## src/rtl/fma16_norm.sv

```systemverilog
// Sequential post-add normalizer for the fp16 FMA datapath.
// Left-shifts the sum until bit 33 is set, clamping at the subnormal boundary.
module fma16_norm (
    input  logic        clk,
    input  logic        reset_n,
    input  logic        in_valid,
    output logic        in_ready,
    input  logic [33:0] Sm,
    input  logic [7:0]  Se,
    input  logic        StickyIn,
    output logic        out_valid,
    input  logic        out_ready,
    output logic [10:0] Rm,
    output logic        G,
    output logic        S,
    output logic [7:0]  Re,
    output logic [5:0]  Lz,
    output logic        Zero,
    output logic        Subnorm
);

    localparam int unsigned SUM_W = 34;
    localparam int unsigned EXP_W = 8;
    localparam int unsigned LZ_W  = 6;
    localparam int unsigned RM_W  = 11;

    typedef enum logic [1:0] {
        ST_IDLE  = 2'd0,
        ST_SHIFT = 2'd1,
        ST_DONE  = 2'd2
    } state_t;

    state_t                   r_state;
    logic                     r_in_ready;
    logic                     r_out_valid;
    logic [SUM_W-1:0]         r_mn;
    logic signed [EXP_W-1:0]  r_wre;
    logic [LZ_W-1:0]          r_wlz;
    logic                     r_sticky;
    logic [RM_W-1:0]          r_rm;
    logic                     r_g;
    logic                     r_s;
    logic [EXP_W-1:0]         r_re;
    logic [LZ_W-1:0]          r_lz;
    logic                     r_zero;
    logic                     r_subnorm;

    logic w_mn_zero;
    logic w_hi8_zero;
    logic w_re_ge9;
    logic w_re_ge2;
    logic w_sticky;

    // Step-selection terms for the current working value
    assign w_mn_zero  = (r_mn == '0);
    assign w_hi8_zero = (r_mn[33:26] == 8'h00);
    assign w_re_ge9   = (r_wre >= 8'sd9);
    assign w_re_ge2   = (r_wre >= 8'sd2);
    assign w_sticky   = (|r_mn[21:0]) | r_sticky;

    always_ff @(posedge clk) begin
        if (!reset_n) begin
            r_state     <= ST_IDLE;
            r_in_ready  <= 1'b1;
            r_out_valid <= 1'b0;
            r_mn        <= '0;
            r_wre       <= '0;
            r_wlz       <= '0;
            r_sticky    <= 1'b0;
            r_rm        <= '0;
            r_g         <= 1'b0;
            r_s         <= 1'b0;
            r_re        <= '0;
            r_lz        <= '0;
            r_zero      <= 1'b0;
            r_subnorm   <= 1'b0;
        end else begin
            case (r_state)
                ST_IDLE: begin
                    if (in_valid) begin
                        r_mn       <= Sm;
                        r_wre      <= $signed(Se);
                        r_wlz      <= '0;
                        r_sticky   <= StickyIn;
                        r_state    <= ST_SHIFT;
                        r_in_ready <= 1'b0;
                    end
                end
                ST_SHIFT: begin
                    if (w_mn_zero || r_mn[33] || !(w_hi8_zero && w_re_ge9) && !w_re_ge2) begin
                        // Terminal step: publish the rounding fields
                        r_state     <= ST_DONE;
                        r_out_valid <= 1'b1;
                        r_rm        <= r_mn[33:23];
                        r_g         <= r_mn[22];
                        r_s         <= w_sticky;
                        r_lz        <= r_wlz;
                        r_zero      <= w_mn_zero;
                        r_subnorm   <= !w_mn_zero && !r_mn[33];
                        r_re        <= w_mn_zero ? 8'h00 : EXP_W'(r_wre);
                    end else if (w_hi8_zero && w_re_ge9) begin
                        r_mn  <= {r_mn[25:0], 8'h00};
                        r_wre <= r_wre - 8'sd8;
                        r_wlz <= r_wlz + 6'd8;
                    end else begin
                        r_mn  <= {r_mn[32:0], 1'b0};
                        r_wre <= r_wre - 8'sd1;
                        r_wlz <= r_wlz + 6'd1;
                    end
                end
                ST_DONE: begin
                    if (out_ready) begin
                        r_state     <= ST_IDLE;
                        r_out_valid <= 1'b0;
                        r_in_ready  <= 1'b1;
                    end
                end
                default: begin
                    r_state     <= ST_IDLE;
                    r_out_valid <= 1'b0;
                    r_in_ready  <= 1'b1;
                end
            endcase
        end
    end

    assign in_ready  = r_in_ready;
    assign out_valid = r_out_valid;
    assign Rm        = r_rm;
    assign G         = r_g;
    assign S         = r_s;
    assign Re        = r_re;
    assign Lz        = r_lz;
    assign Zero      = r_zero;
    assign Subnorm   = r_subnorm;

endmodule

```

## config.mk

```make
export PLATFORM = sky130hd
export DESIGN_NAME = fma16_norm
export DESIGN_NICKNAME = d
export VERILOG_FILES = /design/src/rtl/fma16_norm.sv
export SDC_FILE = /design/constraint.sdc
export NUM_CORES = 1
export LEC_CHECK = 0
export CAP_MARGIN = 10
export CELL_PAD_IN_SITES_DETAIL_PLACEMENT = 0
export CELL_PAD_IN_SITES_GLOBAL_PLACEMENT = 2
export CORE_UTILIZATION = 34
export CTS_CLUSTER_SIZE = 14
export DETAILED_ROUTE_END_ITERATION = 10
export MAX_ROUTING_LAYER = met4
export PLACE_DENSITY = 0.95
export SLEW_MARGIN = 20
export SYNTH_ARGS = -nofsm -noshare
export SYNTH_HDL_FRONTEND = slang
export SYNTH_SLANG_ARGS = --single-unit
```

## constraint.sdc

```tcl
create_clock -name clk -period 5.7 [get_ports clk]
set_clock_uncertainty 0.2 [all_clocks]
set_input_delay 1.14 -clock clk [delete_from_list [all_inputs] [get_ports clk]]
set_output_delay 1.14 -clock clk [all_outputs]
set_load 0.01 [all_outputs]
```

==> flow_summary.toml <==
[route]
detail-route-antenna-nets = 0
via_per_inst = 6.076
routed_wl_mm = 13.72
wl_per_cell_um = 18.84
drc = 0
first_pass_iters = 5
first_iter_violations = 349
num_vias = 4423

[layout]
final_nets = 609
fin_util_pct = 44.83
multi_input_area_um2 = 2402
ff_latch_area_um2 = 1642
n_fill_cell = 1241
drive_above_1_share_pct = 7.500
final_area_um2 = 5430
insertedDiodeCount = 0
areaGrowthSynthToFinish_pct = 26.97

[synthesis]
synth.area.top_cells = "dfxtp_1, nand3_1, a21oi_1"
netlist_area_um2 = 4277
async_flop_share_pct = 0
ys_types = 61
synth_top_area_share_pct = 38.39
postSynthAreaPerCell_um2 = 8.452
synthCells = 506
ys_ff_latch = 82
yosys.area.top_type = "dfxtp_1"
yosysSeqAreaShare_pct = 38.39
yosysWarnings = 0
synth_edf_count = 0
synthTopCellsByCount = "dfxtp_1, nand3_1, a21oi_1"
syn_nets = 560
post-synth-top-count-cell = "dfxtp_1"
synth_flop_cell = "dfxtp_1"

[clocking]
holdBufCountCts = 0
cts_num_sinks = 82
cts.clk_slew.worst_paths_ns = 0.06
cts_root_buf = "clkbuf_16"
cts_tree = "yes"
clock_path_buffers = 2
postCtsSetupBuffers = 0
cts_resized = 0
htree_num_levels = 3
cts-buffers-inserted = 9
clk_latency_ns = 0.34

[flow_run]
drv_cap = 0

[worst_setup_path]
r2r_cells = 7
endpoint_kind = "flop"
cp.arrival_ns = 3.59
critPathKind = "primary input to flop"
reg2reg_slack_ns = 2.28
r2r_start = "r_wre[0]"
cp_max_fo = 19
critPathLaunchType = "primary input"
required_ns = 5.78
crit_path_start = "in_valid"

[placement]
io_buffers = 77
postPlaceCellArea_um2 = 5126
post-dp-hpwl_mm = 9.297
gp_congestion = 0.8451
post-place-ws_ns = 1.892

[sta]
tns_ns = 0
fin_ws_ns = 2.193
fin_crit_sh_pct = 61.53
fin_crit_ns = 3.507
worstMarginPinSlew_ns = 1.179
slew_violations = 0
rsz0062_at_grt = "false"
max_slew_margin_pct = 20.93
hold_viol_final = 0
fmax_mhz = 285.1
setup_violations = 0

[grt]
grt_use_total_pct = 22.40
grt_pass1_vias = 4279
antenna_found_initial = 0
gr-total-overflow = 0
grt_pass1_wl_mm = 22.35
grt_max_degree = 46

[power_and_ir_drop]
ir_drop_uv = 166.2
p_per_area_nw_per_um2 = 389.5
p_leak_nw = 1.806

[die]
row_count = 40
core_um2 = 12110
die_y_um = 114.2
ioPinCount = 78
initial_core_util_pct = 35.31
die_w_um = 114.2
die_area_um2 = 13030

[run_status]
outcome = "complete, no violations"

[min_path]
min_path_cells = 2
hp-start = "Re[3]"
hp-class = "flop to flop"
registers in the layout, summed over array words and instances (netlist names):
name / cells
G: 1
r_wre: 8
r_state: 2
r_sticky: 1
r_wlz: 6
r_mn: 34
Subnorm: 1
Re: 8
in_ready: 1
S: 1
Rm: 11
out_valid: 1
Zero: 1
Lz: 6
kinds of logic after synthesis:
logic type / count (synthesis) / share of synthesized area [%]
adders and majority gates: 7 / 2.048
buffers and inverters: 56 / 5.764
muxes: 4 / 0.9363
AOI/OAI and AO/OA: 181 / 30.37
DFF: 82 / 38.38
xor gates and xnor gates: 2 / 0.4097
and+or+nand+nor: 174 / 22.09
stage by stage:
step / power [mW] / std cells / hold WS, ns
after detailed placement: 1.514 / 712 / 0.2595
after CTS: 2.112 / 728 / 0.2669
after global placement: 1.496 / 712 / 0.2545
final: 2.115 / 728 / 0.2651
after global routing: 2.224 / 728 / 0.2870
after floorplan: 1.283 / 506 / 0.2364
area by class of cell:
type,count,area share [%]
Clock buffer,10,4.401
Clock inverter,6,1.198
Inverter,7,0.4839
Multi-Input combinational cell,368,44.24
Sequential cell,82,30.23
Tap cell,168,3.871
Timing Repair Buffer,87,15.58
path summary, 6_finish.rpt:
check	to
min reg2reg	Re[3]
max reg2reg	r_wre[0]
max	r_mn[19]
min	Re[3]
power by group:
part           internal [mW]  total, mW  switching, mW
sequential             0.650      0.755          0.105
clock                  0.352      0.598          0.245
combinational          0.262      0.763          0.501
worst max-delay path, cell delays in order:
cell	delay, ns
clkdlybuf4s50_1	0.53
nand3b_1	0.57
nor2_1	1.06
a221o_1	0.28
layer usage:
metal | track usage, % | vias to the layer above | wire length (um)
met3 | 3.335 | 33 | 765
met4 | 11.17 | 0 | 409
li1 | - | 2075 | -
met2 | 35.03 | 170 | 6407
met1 | 28.21 | 2145 | 6136
met5 | - | - | 0
placed cells by master (no fill, tap or decap), drive strengths merged, types with 4 or more instances in the layout:
cell type	n
nand2b	4
dfxtp	82
a21oi	41
o22ai	4
o21ai	29
a221o	16
a211oi	19
nand3	60
inv	8
mux2i	4
nor2	13
nand2	29
clkbuf	10
nor3	6
nor4	9
ha	7
clkdlybuf4s50	77
a31oi	11
o31ai	10
o211ai	19
buf	10
nand3b	4
o311a	7
nand4	19
or3	9
and2	10
Power figures use the tool's default switching activity.
==> variant 1, RTL diff (same flow settings) <==
Make the reset (`reset_n`) asynchronous in one clocked block.
--- a/src/rtl/fma16_norm.sv
+++ b/src/rtl/fma16_norm.sv
@@ -60,3 +60,3 @@
 
-    always_ff @(posedge clk) begin
+    always_ff @(posedge clk or negedge reset_n) begin
         if (!reset_n) begin
Check against the original RTL: differs if reset_n is asserted again (counterexample within 4 cycles, from zero or initial values and one cycle with reset_n low); with reset_n held inactive, the same outputs for 4 cycles.
==> variant 1 against the original RTL <==
Area after synthesis is 2.5% higher; final area grew 2.6%; global-route usage down 4.6 points; wire length down 20%; sequential cell count stayed put; worst setup slack gained 0.64 ns; sequential share of layout area rose by 6.6 points; power rose by 40%; critical path type is now flip-flop to flip-flop.
==> variant 1: results (changes against the original RTL) <==
met2 GRT Util 27.0% (was 35.0%); synth unique cells 65 (was 61); syn_nets 461 (was 560); P_leak 0.00230 uW (was 0.00181 uW); outcome finished, final reports clean (unchanged); Crit Path Max Fanout 28 (was 19); Iter 0 DRT Violations 173 (was 349); Commonest cells post-synth dfrtp_1 (81), mux2i_1 (30), and2_1 (26), nand2_1 (26), a31oi_1 (24) (was dfxtp_1 (82), nand3_1 (60), a21oi_1 (40)); Sw Share 38.8% (was 40.2%); Arr. time, crit path 2.89 ns (was 3.59 ns); met1 Track Usage GR 23.5% (was 28.2%); Post-Place Worst Slack 2.48 ns (was 1.89 ns); final WL 10.9 mm (was 13.7 mm); P_comb 1220 uW (was 763 uW); placed cells 631 (was 712); peak supply drop 0.168 mV (was 0.166 mV); Area after DPL 5250 sq um (was 5130 sq um); proportion of layout cells with a drive suffix above 1 9.47% (was 7.50%); met3 Track Usage GR 3.61% (was 3.34%); Post-Syn Instances 407 (was 506); hold depth 1 (was 2); Synth area leaders dfrtp_1 (46%), mux2i_1 (6.9%), mux2_1 (4.6%), o31ai_1 (3.9%), and2_1 (3.7%) (was dfxtp_1 (38%), nand3_1 (7.0%), a21oi_1 (4.7%), a221o_1 (3.7%), o211ai_1 (3.3%)); Vias/cell 5.36 (was 6.08); Layout Utilization 44.2% (was 44.8%); layout net count 524 (was 609); Final Total Pwr 2960 uW (was 2120 uW)
variant 1: cell type report:
| class | count | area (sq um) |
|---|---|---|
| Fill cell | 1202 | 7050 |
| Clock buffer | 10 | 229 |
| Inverter | 15 | 56.3 |
| Multi-Input combinational cell | 281 | 2130 |
| Sequential cell | 82 | 2050 |
| Clock inverter | 6 | 90.1 |
| Timing Repair Buffer | 81 | 802 |
| Tap cell | 172 | 215 |
variant 1: critical path: stages (launching register included):
cell	delay (ns)
dfrtp_1	0.41
inv_1	0.14
ha_1	0.21
or3b_4	0.41
a2111oi_4	0.48
nor2_4	0.27
o21ai_2	0.27
mux2_1	0.35
variant 1: worst paths after layout:
check	start	end	slack [ns]
hold / removal	r_wlz[5]$_DFFE_PN0P_	r_wlz[5]$_DFFE_PN0P_	0.28
hold reg to reg	r_wlz[5]$_DFFE_PN0P_	r_wlz[5]$_DFFE_PN0P_	0.28
max in group asynchronous	reset_n	r_wlz[3]$_DFFE_PN0P_	4.15
setup reg to reg	r_wre[0]$_DFFE_PN0P_	r_wre[1]$_DFFE_PN0P_	2.83
setup / recovery	r_wre[0]$_DFFE_PN0P_	r_wre[1]$_DFFE_PN0P_	2.83
min in group asynchronous	reset_n	G$_DFFE_PN0P_	0.64
variant 1: cells by family (layout without fill, tap and decap cells):
kind of cell	after synthesis	in the layout	share of synthesized area (%)
AOI/OAI and AO/OA	107	107	18.7
adders and majority gates	7	7	2.00
xor gates and xnor gates	1	1	0.200
buffers and inverters	44	112	4.74
and+or+nand+nor	112	112	14.5
muxes	54	54	13.0
DFF	82	82	46.8
variant 1: layer usage:
layer / routed length, um / share of wire [%] / up-vias
met3: 618 / 5.7 / 18
met4: 248 / 2.3 / 0
met5: 0 / 0 / -
met2: 4890 / 45 / 108
met1: 5170 / 47 / 1697
li1: - / - / 1647
==> variant 2, RTL diff (same settings) <==
Without the edit above. Re-encode `state_t` (3 states) as one-hot, 3 bits wide.
--- a/src/rtl/fma16_norm.sv
+++ b/src/rtl/fma16_norm.sv
@@ -26,6 +26,6 @@
 
-    typedef enum logic [1:0] {
-        ST_IDLE  = 2'd0,
-        ST_SHIFT = 2'd1,
-        ST_DONE  = 2'd2
+    typedef enum logic [2:0] {
+        ST_IDLE  = 3'b001,
+        ST_SHIFT = 3'b010,
+        ST_DONE  = 3'b100
     } state_t;
Formal check against the unedited RTL: no difference found for any inputs over 4 cycles, from zero or initial values and one cycle with reset_n low; so few cycles prove little.
==> variant 2 against the original RTL <==
Worst setup slack lost 0.0029 ns; area after synthesis shrank 2.7%; register-to-register slack gained 0.21 ns; final area shrank 1.6%; sequential cell count grew 1; wire length shrank 17%; global-route usage shrank 3.2 points; final cell count shrank 3.0%; hold slack lost 0.014 ns; sequential share of layout area grew 0.86 points; highest routed layer unchanged; die area shrank 2.6%.
Power is not compared: it rests on default switching activity, and its combinational part moved more than twofold at a synthesized area within 25%.
==> variant 2: results (changes against the original RTL) <==
Met3 Wirelength 476 um (was 765 um); placed cells 690 (was 712); outcome finished, final reports clean (unchanged); family with the most delay on the worst path buffers and inverters (was simple AND/OR/NAND/NOR gates); Iter 0 DRT Violations 287 (was 349); Arr. time, crit path 3.54 ns (was 3.59 ns); Routed WL per cell 16.2 um (was 18.8 um); met3 Track Usage GR 3.62% (was 3.34%); DP HPWL 7.87 mm (was 9.30 mm); met1 WL 5.72 mm (was 6.14 mm); proportion of layout cells with a drive suffix above 1 7.16% (was 7.50%); Filler cells 1192 (was 1241); WL met2 5.17 mm (was 6.41 mm); FF-to-FF setup slack 2.49 ns (was 2.28 ns); First-pass DRT Iterations 4 (was 5); Commonest cells post-synth nand2_1 (85), dfxtp_1 (83), o21ai_0 (37) (was dfxtp_1 (82), nand3_1 (60), a21oi_1 (40)); Crit Path Max Fanout 43 (was 19); GRT Util Overall 19.2% (was 22.4%); Vias 3868 (was 4423); final WL 11.4 mm (was 13.7 mm); slew at the pin closest to its max-slew limit 0.834 ns (was 1.18 ns); Post-Syn Instances 504 (was 506); largest net degree at the start of global routing 87 (was 46); layout net count 608 (was 609); syn_nets 558 (was 560); sequential area share after synthesis 39.9% (was 38.4%); synth unique cells 57 (was 61); number of global-route vias before repair 3668 (was 4279); Synth area leaders dfxtp_1 (40%), nand2_1 (7.7%), o211ai_1 (5.8%), o21ai_0 (4.4%), nand3_1 (4.1%) (was dfxtp_1 (38%), nand3_1 (7.0%), a21oi_1 (4.7%), a221o_1 (3.7%), o211ai_1 (3.3%)); Final GP Congestion 0.811 (was 0.845)
variant 2: changes by cell type in the layout (fill, tap and decap cells not counted), moves of 15 or more:
cell	delta
o22ai_1	+15
nand2_1	+56
nand4_1	-16
a221o_1	-16
nand3_1	-26
a21oi_1	-32
variant 2: worst paths after layout:
kind                                            start                    end  cells past startpoint
worst min register to register     Lz[5]$_SDFFE_PN0P_     Lz[5]$_SDFFE_PN0P_                      2
worst max-delay path                         in_valid  r_wre[3]$_SDFFE_PN0P_                      7
worst max register to register  r_wre[0]$_SDFFE_PN0P_  r_wlz[5]$_SDFFE_PN0P_                      9
worst min-delay path               Lz[5]$_SDFFE_PN0P_     Lz[5]$_SDFFE_PN0P_                      2
variant 2: per-stage QoR:
step                hold WS [ns]  cell area, sq um  power, uW  util, %  setup WS [ns]
CTS                        0.258              5340       1610     44.7           2.22
floorplan                  0.238              4160        842        -           3.08
finish                     0.251              5340       1600     44.7           2.19
global placement           0.235              5000        932     41.8           1.97
detailed placement         0.249              5000        937     41.8           1.88
global route               0.274              5340       1670     44.7           2.04
variant 2: area by class of cell:
class | instances | area share, %
Tap cell | 147 | 3.44
Multi-Input combinational cell | 370 | 43.4
Clock inverter | 7 | 2.18
Clock buffer | 9 | 4.21
Timing Repair Buffer | 83 | 15.2
Sequential cell | 83 | 31.1
Inverter | 7 | 0.492
variant 2: kinds of logic after synthesis:
| group | count (synthesis) | synth area share (%) |
|---|---|---|
| AO/OA/AOI/OAI | 166 | 29.0 |
| XOR/XNOR | 3 | 0.631 |
| adder cells (fa/ha/maj) | 7 | 2.10 |
| buffers and inverters | 51 | 4.81 |
| flip-flops | 83 | 39.9 |
| multiplexers | 7 | 1.83 |
| AND/OR/NAND/NOR | 187 | 21.7 |
